===== config.mk =====
export PLATFORM = sky130hd
export DESIGN_NAME = ade_scheduler
export DESIGN_NICKNAME = d
export VERILOG_FILES = /design/src/rtl/hdmi_ts_pkg.sv /design/src/rtl/ade_line_counter.sv /design/src/rtl/ade_scheduler.sv
export SDC_FILE = /design/constraint.sdc
export NUM_CORES = 1
export LEC_CHECK = 0
export BUFFER_PORTS_ARGS = -buffer_cell sky130_fd_sc_hd__buf_2
export CORE_MARGIN = 1
export CORE_UTILIZATION = 45
export CTS_CLUSTER_DIAMETER = 40
export DETAILED_ROUTE_END_ITERATION = 10
export HOLD_SLACK_MARGIN = 0.06
export PLACE_DENSITY = 0.7
export SLEW_MARGIN = 10
export SYNTH_ARGS = -nofsm -noshare
export SYNTH_HDL_FRONTEND = slang
export SYNTH_SLANG_ARGS = --single-unit

===== constraint.sdc =====
create_clock -name fifo_clk -period 5.02 [get_ports fifo_clk]
set_input_delay 0.502 -clock fifo_clk [delete_from_list [all_inputs] [get_ports fifo_clk]]
set_output_delay 0.502 -clock fifo_clk [all_outputs]
set_load 0.02 [all_outputs]

===== src/rtl/hdmi_ts_pkg.sv =====
// Shared constants and state encoding for the HDMI receive-side timing blocks.
package hdmi_ts_pkg;

  localparam int unsigned ADE_LEN = 32;
  localparam int unsigned H_TOTAL = 1650;

  typedef enum logic [2:0] {
    StIdle,
    StFetch,
    StLoad,
    StArmed,
    StActive
  } ade_state_e;

endpackage


===== src/rtl/ade_line_counter.sv =====
// Counts completed ade windows per line; the count is latched into ade_num on each vde rise.
module ade_line_counter #(
  parameter int unsigned NUM_W = 4
) (
  input  logic             fifo_clk,
  input  logic             sys_rst,
  input  logic             vde,
  input  logic             win_done,
  output logic             vde_rise,
  output logic [NUM_W-1:0] ade_num
);

  localparam logic [NUM_W-1:0] CntMax = '1;
  localparam logic [NUM_W-1:0] CntOne = NUM_W'(1);

  logic             vde_q;
  logic [NUM_W-1:0] cnt_q;

  assign vde_rise = vde & ~vde_q;

  always_ff @(posedge fifo_clk) begin
    if (sys_rst) begin
      vde_q   <= 1'b0;
      cnt_q   <= '0;
      ade_num <= '0;
    end else begin
      vde_q <= vde;
      if (vde_rise) begin
        ade_num <= cnt_q;
        // A window finishing on the rising edge belongs to the new line.
        cnt_q   <= win_done ? CntOne : '0;
      end else if (win_done && (cnt_q != CntMax)) begin
        cnt_q <= cnt_q + CntOne;
      end
    end
  end

endmodule


===== src/rtl/ade_scheduler.sv =====
// Pops aux slot positions and opens a fixed-length ade window when the raster reaches each
// slot outside active video.
module ade_scheduler
  import hdmi_ts_pkg::*;
#(
  parameter int unsigned HCNT_W  = 11,
  parameter int unsigned SLOT_W  = 12,
  parameter int unsigned H_TOTAL = hdmi_ts_pkg::H_TOTAL,
  parameter int unsigned ADE_LEN = hdmi_ts_pkg::ADE_LEN,
  parameter int unsigned NUM_W   = 4
) (
  input  logic              fifo_clk,
  input  logic              sys_rst,
  input  logic [HCNT_W-1:0] hcnt,
  input  logic              vde,
  input  logic              ax_empty,
  input  logic [SLOT_W-1:0] ax_dout,
  output logic              ax_rd_en,
  output logic              ade,
  output logic [4:0]        ade_idx,
  output logic [NUM_W-1:0]  ade_num,
  output logic              slot_err,
  output logic              ovl_err
);

  localparam logic [SLOT_W-1:0] SlotLimit = SLOT_W'(H_TOTAL);
  localparam logic [4:0]        LastIdx   = 5'(ADE_LEN - 1);

  ade_state_e        state_q;
  logic [HCNT_W-1:0] slot_q;
  logic              vde_rise;
  logic              win_done;

  // Read strobe is decoded from state so data lands exactly in the LOAD cycle.
  assign ax_rd_en = (state_q == StFetch) && !ax_empty;
  assign win_done = (state_q == StActive) && (ade_idx == LastIdx);

  always_ff @(posedge fifo_clk) begin
    if (sys_rst) begin
      state_q  <= StIdle;
      slot_q   <= '0;
      ade      <= 1'b0;
      ade_idx  <= '0;
      slot_err <= 1'b0;
      ovl_err  <= 1'b0;
    end else begin
      slot_err <= 1'b0;
      ovl_err  <= vde_rise & ade;
      unique case (state_q)
        StIdle: begin
          if (vde) state_q <= StFetch;
        end
        StFetch: begin
          if (!ax_empty) state_q <= StLoad;
        end
        StLoad: begin
          slot_q <= ax_dout[HCNT_W-1:0];
          if (ax_dout >= SlotLimit) begin
            slot_err <= 1'b1;
            state_q  <= StFetch;
          end else begin
            state_q <= StArmed;
          end
        end
        StArmed: begin
          // A match inside active video is skipped; the slot retries on a later line.
          if ((hcnt == slot_q) && !vde) begin
            state_q <= StActive;
            ade     <= 1'b1;
            ade_idx <= '0;
          end
        end
        StActive: begin
          if (ade_idx == LastIdx) begin
            ade     <= 1'b0;
            ade_idx <= '0;
            state_q <= StFetch;
          end else begin
            ade_idx <= ade_idx + 5'd1;
          end
        end
        default: state_q <= StIdle;
      endcase
    end
  end

  ade_line_counter #(
    .NUM_W(NUM_W)
  ) u_line_counter (
    .fifo_clk(fifo_clk),
    .sys_rst (sys_rst),
    .vde     (vde),
    .win_done(win_done),
    .vde_rise(vde_rise),
    .ade_num (ade_num)
  );

endmodule


==> results.json <==
{
  "status": "finished, final reports clean",
  "cp-end-kind": "flop",
  "yosysWarnings": 0,
  "ant_nets": 0,
  "setup.worst_path.start_class": "flop",
  "htreeDepth": 2,
  "post-route-period-util": 0.387,
  "max_stage_delay_ns": 0.95,
  "max_freq_mhz": 515,
  "clockBufferDepth": 2,
  "powerDensity_nw_per_um2": 268,
  "cts_resized": 0,
  "synthesis.area_um2": 1460,
  "first_iter_violations": 55,
  "hold_viol_final": 0,
  "cts_tree": "built",
  "power_mw": 0.468,
  "clockRootBuffer": "clkbuf_4",
  "core_region_area_um2": 3050,
  "grt_max_degree": 35,
  "grt_pass1_wl_um": 5040,
  "ir_worst_vdd_mv": 0.176,
  "yosysSeqAreaShare": 0.426,
  "antenna_cells": 0,
  "via_count": 1259,
  "wl_per_cell_um": 12.1,
  "synth_most_common_cell": "dfxtp_1",
  "finalCriticalPeriod_ns": 1.94,
  "synth_common_cells": "dfxtp_1 (31), nor2_1 (15), nand2_1 (13)",
  "leakage_nw": 0.695,
  "synth_adder_area_share": 0.0258,
  "numPortBuffers": 39,
  "synth_xor_area_frac": 0.0902,
  "num-nets-final": 226,
  "ys_types": 34,
  "required_ns": 5.22,
  "drive_gt1_frac": 0.254,
  "yosys.area.top_type_share": 0.426,
  "antenna_found_initial": 0,
  "via_per_inst": 5.22,
  "place_area_um2": 1680,
  "slew_violations": 0,
  "hp-class": "primary input to flop",
  "arrival_ns": 2.14,
  "synth-compound-area-share": 0.107,
  "tns_ns": 0,
  "holdBufCountCts": 0,
  "setup_viol": 0,
  "synth_largest_area_cell": "dfxtp_1",
  "synthSimpleGateAreaFrac": 0.244,
  "initial_core_util": 0.477,
  "grt_remaining_overflow": 0,
  "synthCells": 159,
  "die_w_um": 58.9,
  "fin_cells": 241,
  "grt_pass1_vias": 1160,
  "ys_ff_latch": 31,
  "clock_sinks": 31,
  "synth.net_count": 189,
  "cap_violations": 0,
  "rsz0062_at_grt": "no",
  "hpwlAfterDp_um": 2110,
  "clkLatencyLatePin_ns": 0.33,
  "drc": 0,
  "ios": 40,
  "pre_cts_ws_ns": 2.94,
  "synth_enable_flop_cells": 0,
  "core.rowCount": 20,
  "first_pass_iters": 5,
  "cts_inserted_buffers": 5,
  "ys_async_sr_fraction": 0,
  "wl_um": 2910,
  "syn_avg_cell_area_um2": 9.16,
  "crit_chain": "nor3b_2 > mux2i_1 > nor2_1",
  "critPathSlowestCell": "nor3b_2",
  "fin_skew_ns": 0.00642,
  "dp_cells": 233,
  "ys.flop_type": "dfxtp_1",
  "cts.clk_slew.worst_paths_ns": 0.09,
  "worst_slew_pin_slew_ns": 1.11,
  "setup_ws_ns": 3.08,
  "area_growth_pct": 19.8,
  "die_h_um": 58.9,
  "synth_top_family_by_area": "simple AND/OR/NAND/NOR gates",
  "routabilityCongestion": 0.793,
  "muxShareOfSynthArea": 0.0825,
  "finalInstanceArea_um2": 1740,
  "yosys-top-cells-area": "dfxtp_1 (43%), mux2i_1 (8.2%), xnor2_1 (5.4%)",
  "cts_setup_buffers": 0,
  "track_usage": 0.196,
  "crit_type": "flop to flop",
  "relSlewSlack": 0.259,
  "worstPathMaxFanout": 12,
  "die_area_um2": 3470
}
[power breakdown]
group	switching, mW	internal (mW)	total [mW]
logic	0.0234	0.0230	0.0464
clock network	0.0823	0.0823	0.165
registers	0.00604	0.251	0.257
[layout by cell type (no fill, tap or decap), types with 2 or more instances in the layout]
cell / n
a21oi_1: 7
clkbuf_8: 2
nor3b_1: 3
xnor2_1: 9
nand2_1: 13
o21ai_0: 5
nand3_1: 5
a31oi_1: 3
nor3_1: 5
nor2_1: 15
buf_2: 39
mux2i_1: 12
and3_1: 2
xor2_1: 6
clkbuf_4: 5
ha_1: 3
nor2b_1: 2
nand4_1: 4
nand2b_1: 3
nand3b_1: 7
dfxtp_1: 31
[state kept, by name, indices dropped and copies added (netlist names)]
| name | cells |
|---|---|
| u_line_counter.vde_q | 1 |
| u_line_counter.ade_num | 4 |
| slot_err | 1 |
| u_line_counter.cnt_q | 4 |
| ade | 1 |
| ade_idx | 5 |
| slot_q | 11 |
| state_q | 3 |
| ovl_err | 1 |
[metrics by stage]
stage | util | hold slack (ns)
2_1_floorplan | - | 0.457
3_3_place_gp | 0.549 | 0.441
3_5_place_dp | 0.549 | 0.447
4_1_cts | 0.571 | 0.399
5_1_grt | 0.571 | 0.437
6_report | 0.571 | 0.413
[critical path, delay by kind of cell, from the launching register on]
kind	cells	cell delay, ns
muxes	1	0.28
DFF	1	0.52
and+or+nand+nor	2	1.01
[per-layer routing]
metal / vias up / wire (um) / global-route usage / share of wire
li1: 641 / - / - / -
met1: 582 / 1380 / 0.246 / 0.48
met2: 28 / 1340 / 0.304 / 0.46
met3: 8 / 117 / 0.0462 / 0.040
met4: 0 / 67 / 0.119 / 0.023
met5: - / 0 / 0 / 0
[cell families after synthesis]
logic type	count (synthesis)
and+or+nand+nor	65
DFF	31
AOI/OAI and AO/OA	24
xor gates and xnor gates	15
adders and majority gates	3
muxes	12
buffers and inverters	9
[area by class of cell]
cell class	instances	area, um2
clock buffers	8	68.8
fillers	291	1310
multi-input cells	119	805
flip-flops and latches	31	621
well taps	44	55.1
repair buffers	39	195
[final timing paths]
kind / from / to / slack, ns / cells past startpoint
min: ax_dout[0] / slot_q[0] / 0.41 / 3
max: state_q[1] / slot_q[7] / 3.08 / 3
min reg2reg: u_line_counter.ade_num[1] / u_line_counter.ade_num[1] / 0.46 / 2
max reg2reg: state_q[1] / slot_q[7] / 3.08 / 3
Note: power is estimated with default switching activity, not from simulation.
